**src/rtl/lib_cpu_pkg.sv**
```systemverilog
// Shared definitions for the TD4 CPU core: execution modes, controller
// states and a counter-width helper.
package lib_cpu;

  typedef enum logic [1:0] {
    MODE_MANUAL = 2'd0,
    MODE_SLOW   = 2'd1,
    MODE_FAST   = 2'd2,
    MODE_FULL   = 2'd3
  } step_mode_e;

  // Encoding 3 is unused and treated as an illegal state.
  typedef enum logic [1:0] {
    ST_HALT = 2'd0,
    ST_RUN  = 2'd1,
    ST_STEP = 2'd2
  } ctrl_state_e;

  function automatic int cnt_width(input int max_count);
    return (max_count > 1) ? $clog2(max_count) : 1;
  endfunction

endpackage

```
**src/rtl/td4_step_ctrl_btn_debounce.sv**
```systemverilog
// Button conditioner: 2-flop synchroniser, stable-level filter and a
// single-cycle pulse on each accepted rising level.
module btn_debounce
  import lib_cpu::*;
#(
  parameter int DEBOUNCE_CYCLES = 500_000
) (
  input  logic clk,
  input  logic rst_n,
  input  logic btn_in,
  output logic press
);

  localparam int               CW       = cnt_width(DEBOUNCE_CYCLES);
  localparam logic [CW-1:0]    CNT_LAST = CW'(DEBOUNCE_CYCLES - 1);

  logic [1:0]    r_sync;
  logic [CW-1:0] r_cnt;
  logic          r_level;
  logic          r_level_d;

  // NOTE: all state here is updated with non-blocking assignments so every
  // flop samples the pre-edge value of its neighbours, exactly like hardware.
  always_ff @(posedge clk or negedge rst_n) begin
    if (!rst_n) begin
      r_sync    <= '0;
      r_cnt     <= '0;
      r_level   <= 1'b0;
      r_level_d <= 1'b0;
    end else begin
      r_sync    <= {r_sync[0], btn_in};
      r_level_d <= r_level;
      if (r_sync[1] == r_level) begin
        r_cnt <= '0;
      end else if (r_cnt == CNT_LAST) begin
        r_level <= r_sync[1];
        r_cnt   <= '0;
      end else begin
        r_cnt <= r_cnt + 1'b1;
      end
    end
  end

  assign press = r_level & ~r_level_d;

endmodule

```
**src/rtl/td4_step_ctrl.sv**
```systemverilog
// TD4 execution controller: turns button presses, mode and breakpoint
// settings into the one-cycle instruction commit enable cpu_en.
module td4_step_ctrl
  import lib_cpu::*;
#(
  parameter int CLK_HZ          = 50_000_000,
  parameter int SLOW_HZ         = 1,
  parameter int FAST_HZ         = 10,
  parameter int DEBOUNCE_CYCLES = 500_000
) (
  input  logic       clk,
  input  logic       rst_n,
  input  logic [1:0] mode,
  input  logic       run_btn,
  input  logic       step_btn,
  input  logic       halt_req,
  input  logic       bp_en,
  input  logic [3:0] bp_addr,
  input  logic [3:0] ip,
  output logic       cpu_en,
  output logic       halted,
  output logic [1:0] state
);

  localparam int            DIV_SLOW  = CLK_HZ / SLOW_HZ;
  localparam int            DIV_FAST  = CLK_HZ / FAST_HZ;
  localparam int            PW        = cnt_width((DIV_SLOW > DIV_FAST) ? DIV_SLOW : DIV_FAST);
  localparam logic [PW-1:0] LAST_SLOW = PW'(DIV_SLOW - 1);
  localparam logic [PW-1:0] LAST_FAST = PW'(DIV_FAST - 1);

  ctrl_state_e   r_state;
  logic [PW-1:0] r_presc;
  logic          r_bp_skip;

  step_mode_e w_mode;
  logic       w_run_p;
  logic       w_step_p;
  logic       w_tick;
  logic       w_stop;
  logic       w_bp_hit;

  btn_debounce #(.DEBOUNCE_CYCLES(DEBOUNCE_CYCLES)) u_run_db (
    .clk    (clk),
    .rst_n  (rst_n),
    .btn_in (run_btn),
    .press  (w_run_p)
  );

  btn_debounce #(.DEBOUNCE_CYCLES(DEBOUNCE_CYCLES)) u_step_db (
    .clk    (clk),
    .rst_n  (rst_n),
    .btn_in (step_btn),
    .press  (w_step_p)
  );

  assign w_mode = step_mode_e'(mode);

  // NOTE: the default assignment before the case keeps w_tick from
  // inferring a latch for modes that do not set it.
  always_comb begin
    w_tick = 1'b0;
    case (w_mode)
      MODE_SLOW: w_tick = (r_presc >= LAST_SLOW);
      MODE_FAST: w_tick = (r_presc >= LAST_FAST);
      MODE_FULL: w_tick = 1'b1;
      default:   w_tick = 1'b0;
    endcase
  end

  // Leaving RUN for any of these reasons suppresses the commit in that cycle.
  assign w_stop   = halt_req | w_run_p | (w_mode == MODE_MANUAL);
  assign w_bp_hit = bp_en & (ip == bp_addr) & ~r_bp_skip;

  assign cpu_en = (r_state == ST_STEP) |
                  ((r_state == ST_RUN) & w_tick & ~w_stop & ~w_bp_hit);
  assign halted = (r_state == ST_HALT);
  assign state  = r_state;

  always_ff @(posedge clk or negedge rst_n) begin
    if (!rst_n) begin
      r_state   <= ST_HALT;
      r_presc   <= '0;
      r_bp_skip <= 1'b1;
    end else begin
      if ((r_state != ST_RUN) || w_tick) r_presc <= '0;
      else                               r_presc <= r_presc + 1'b1;

      case (r_state)
        ST_HALT: begin
          if (w_step_p) begin
            r_state <= ST_STEP;
          end else if (w_run_p && (w_mode != MODE_MANUAL) && !halt_req) begin
            r_state   <= ST_RUN;
            r_bp_skip <= 1'b1;
          end
        end
        ST_STEP: r_state <= ST_HALT;
        ST_RUN: begin
          if (w_stop || w_bp_hit) r_state   <= ST_HALT;
          else if (w_tick)        r_bp_skip <= 1'b0;
        end
        default: r_state <= ST_HALT;
      endcase
    end
  end

endmodule

```
**config.mk**
```make
export PLATFORM = sky130hd
export DESIGN_NAME = td4_step_ctrl
export DESIGN_NICKNAME = d
export VERILOG_FILES = /design/src/rtl/lib_cpu_pkg.sv /design/src/rtl/td4_step_ctrl_btn_debounce.sv /design/src/rtl/td4_step_ctrl.sv
export SDC_FILE = /design/constraint.sdc
export NUM_CORES = 1
export LEC_CHECK = 0
export CAP_MARGIN = 20
export CORE_AREA = 2 2 82 84
export DETAILED_ROUTE_END_ITERATION = 12
export DIE_AREA = 0 0 84 86
export HOLD_SLACK_MARGIN = 0.02
export MAX_ROUTING_LAYER = met4
export PLACE_DENSITY = 0.86
export SLEW_MARGIN = 30
export SYNTH_ARGS = -nofsm -noshare
export SYNTH_HDL_FRONTEND = slang
export SYNTH_SLANG_ARGS = --single-unit
```
**constraint.sdc**
```tcl
create_clock -name clk -period 5.4 [get_ports clk]
set_input_delay 1.08 -clock clk [delete_from_list [all_inputs] [get_ports clk]]
set_output_delay 1.08 -clock clk [all_outputs]
set_load 0.005 [all_outputs]
```
==> results.yml <==
floorplan:
  initial_core_util: 0.583
  dieHeight_um: 86
  boundaryPins: 20
  rows: 29
  fp.dieW_um: 84
  die-area_sq_um: 7220
  coreArea_sq_um: 6280
global_routing:
  grt_max_degree: 76
  gr-total-overflow: 0
  grt_pass1_wl_um: 12000
  track_usage: 0.215
  first_global_vias: 2696
  grt_antenna_before_repair: 0
routing:
  ant_nets: 0
  via_count: 2719
  drtPass1Iterations: 5
  drc: 0
  routed_wl_um: 6800
  first_iter_violations: 147
  via_per_inst: 5.80
  wl_per_cell_um: 14.5
sta:
  fin_skew_ns: 0.00958
  max_slew.worst_pin.slew_ns: 0.655
  rsz0062_at_grt: "false"
  maxSlewViolCount: 0
  setup_viol: 0
  period_needed_ns: 4.21
  relSlewSlack: 0.563
  max_freq_mhz: 237
  tns_ns: 0
  timing.final.crit_share: 0.780
  final_hold_viol_count: 0
  timing.final.ws_setup_ns: 1.19
clocking:
  cts_max_path_buffers: 2
  cts.root.buffer_cell: "clkbuf_8"
  cts_buffers: 9
  cts_tree: "yes"
  cts-htree-levels: 3
  clock-sinks: 75
  hold_buffers: 0
  insertion_delay_ns: 0.34
  clk_pin_slew_ns: 0.08
  cts_setup_buffers: 0
  ctsResizeCount: 0
logic_synthesis:
  avgSynthCellArea_sq_um: 10.0
  synth_commonest_cells: "nor2_1, dfrtp_1, xor2_1"
  synth_warnings: 0
  synth_top_area_share: 0.506
  synth_area_sq_um: 3660
  yosysTopAreaCell: "dfrtp_1"
  synth.most_common_cell: "nor2_1"
  syn_inst: 366
  async_flop_share: 1.00
  synth_edf_count: 0
  synth_top_flop_cell: "dfrtp_1"
  ys_types: 44
  synth_nets: 385
  ys_ff_latch: 75
  seq_area_frac_synth: 0.513
  synthTopCellsByArea: "dfrtp_1, xor2_1, nor2_1, xnor2_1, nand3_1"
critical_path:
  timing.critical_path.from: "mode[0]"
  r2r_start: "r_presc[11]"
  cp_max_fo: 4
  cp_data_required_time_ns: 4.32
  end_kind: "output port"
  cp-start-kind: "input port"
  arrival_ns: 3.13
  path_class: "in -> out"
cells_and_area:
  diodes: 0
  drive_gt1_frac: 0.0714
  fin_area_sq_um: 4060
  final_nets: 407
  area_delta_synth_final_pct: 10.9
  final_cell_count_no_fill: 469
placed_design:
  pre_cts_ws_ns: 1.20
  gp_congestion: 0.847
  hpwl_um: 4630
  dpl_cell_area_sq_um: 3870
  portBuffers: 19
  dp.cells: 454
min_path:
  hp-class: "reg -> reg"
  min-delay-start: "u_step_db.r_sync[0]"
flow_run:
  max-cap-violations: 0
pwr:
  peakVddDrop_mv: 0.183
  power_uw: 1010
  p_leak_uw: 0.00170
  power.density_nw_per_um2: 250
status:
  status: "finished clean"
[cells by family after synthesis]
logic type / after synthesis / share of synthesized area
buf+inv: 14 / 0.0270
compound gates: 18 / 0.0352
fa+ha+maj: 3 / 0.0103
xor+xnor: 63 / 0.151
flops: 75 / 0.513
simple gates: 191 / 0.257
mux: 2 / 0.00615
[critical path, stage by stage]
cell	delay [ns]
clkdlybuf4s50_1	0.46
nor4_1	0.33
and3_1	0.23
o211ai_1	0.11
a32oi_2	0.34
o31ai_1	0.12
clkdlybuf4s50_1	0.45
[registers in the layout (all words and copies together), names as in the netlist]
| name | flops |
|---|---|
| u_run_db.r_level | 1 |
| r_presc | 26 |
| state | 2 |
| u_step_db.r_sync | 2 |
| u_run_db.r_cnt | 19 |
| u_run_db.r_level_d | 1 |
| u_run_db.r_sync | 2 |
| u_step_db.r_level | 1 |
| u_step_db.r_level_d | 1 |
| r_bp_skip | 1 |
| u_step_db.r_cnt | 19 |
[layer usage]
layer / wire length (um) / share of wire / vias up / track usage
met1: 3060 / 0.45 / 1359 / 0.260
met2: 3430 / 0.51 / 50 / 0.351
met5: 0 / 0 / - / -
met4: 78 / 0.011 / 0 / 0.0894
met3: 224 / 0.033 / 11 / 0.0481
li1: - / - / 1299 / -
[report_power, final]
group          leakage, uW  switching, uW  internal (uW)  total [uW]
Clock            0.0000867            199            202         401
Combinational     0.000579           23.9           17.1        40.9
Sequential         0.00103           4.63            566         571
[final cells by class]
cell class | count | area [sq um]
Fill cell | 492 | 2220
Sequential cell | 75 | 1880
Multi-Input combinational cell | 277 | 1680
Timing Repair Buffer | 19 | 191
Clock buffer | 12 | 165
Tap cell | 77 | 96.3
Clock inverter | 3 | 22.5
Inverter | 6 | 22.5
[cell usage in the layout (no fill, tap or decap), types with 2 or more instances in the layout]
| cell | n |
|---|---|
| o21ai_0 | 4 |
| inv_1 | 6 |
| and4_1 | 6 |
| xnor2_1 | 23 |
| nand2_1 | 22 |
| nand3_1 | 29 |
| nor3_1 | 10 |
| and4_2 | 2 |
| or4_1 | 2 |
| clkdlybuf4s50_1 | 18 |
| a211oi_1 | 2 |
| or2_2 | 2 |
| and3_1 | 9 |
| clkbuf_8 | 12 |
| mux2_2 | 2 |
| nand2b_1 | 2 |
| a21oi_1 | 3 |
| xor2_1 | 40 |
| nand4b_1 | 2 |
| ha_1 | 3 |
| dfrtp_1 | 74 |
| nor2_1 | 78 |
| nor4_1 | 4 |
| nor4b_1 | 2 |
| nand4_1 | 13 |
| clkinvlp_4 | 3 |
| and2_1 | 2 |
[final timing paths]
check	end	slack, ns	cells after the start
min reg2reg	u_step_db.r_sync[1]	0.35	0
min	u_step_db.r_sync[1]	0.35	0
max in group asynchronous	r_presc[3]	4.20	1
max	cpu_en	1.19	7
min in group asynchronous	r_presc[22]	0.73	1
max reg2reg	r_presc[20]	3.19	6
[metrics by stage]
stage / utilization / hold WS [ns]
floorplan: - / 0.331
global placement: 0.616 / 0.333
detailed placement: 0.616 / 0.335
CTS: 0.646 / 0.353
global route: 0.647 / 0.358
finish: 0.647 / 0.351
(Power assumes the default switching activity.)
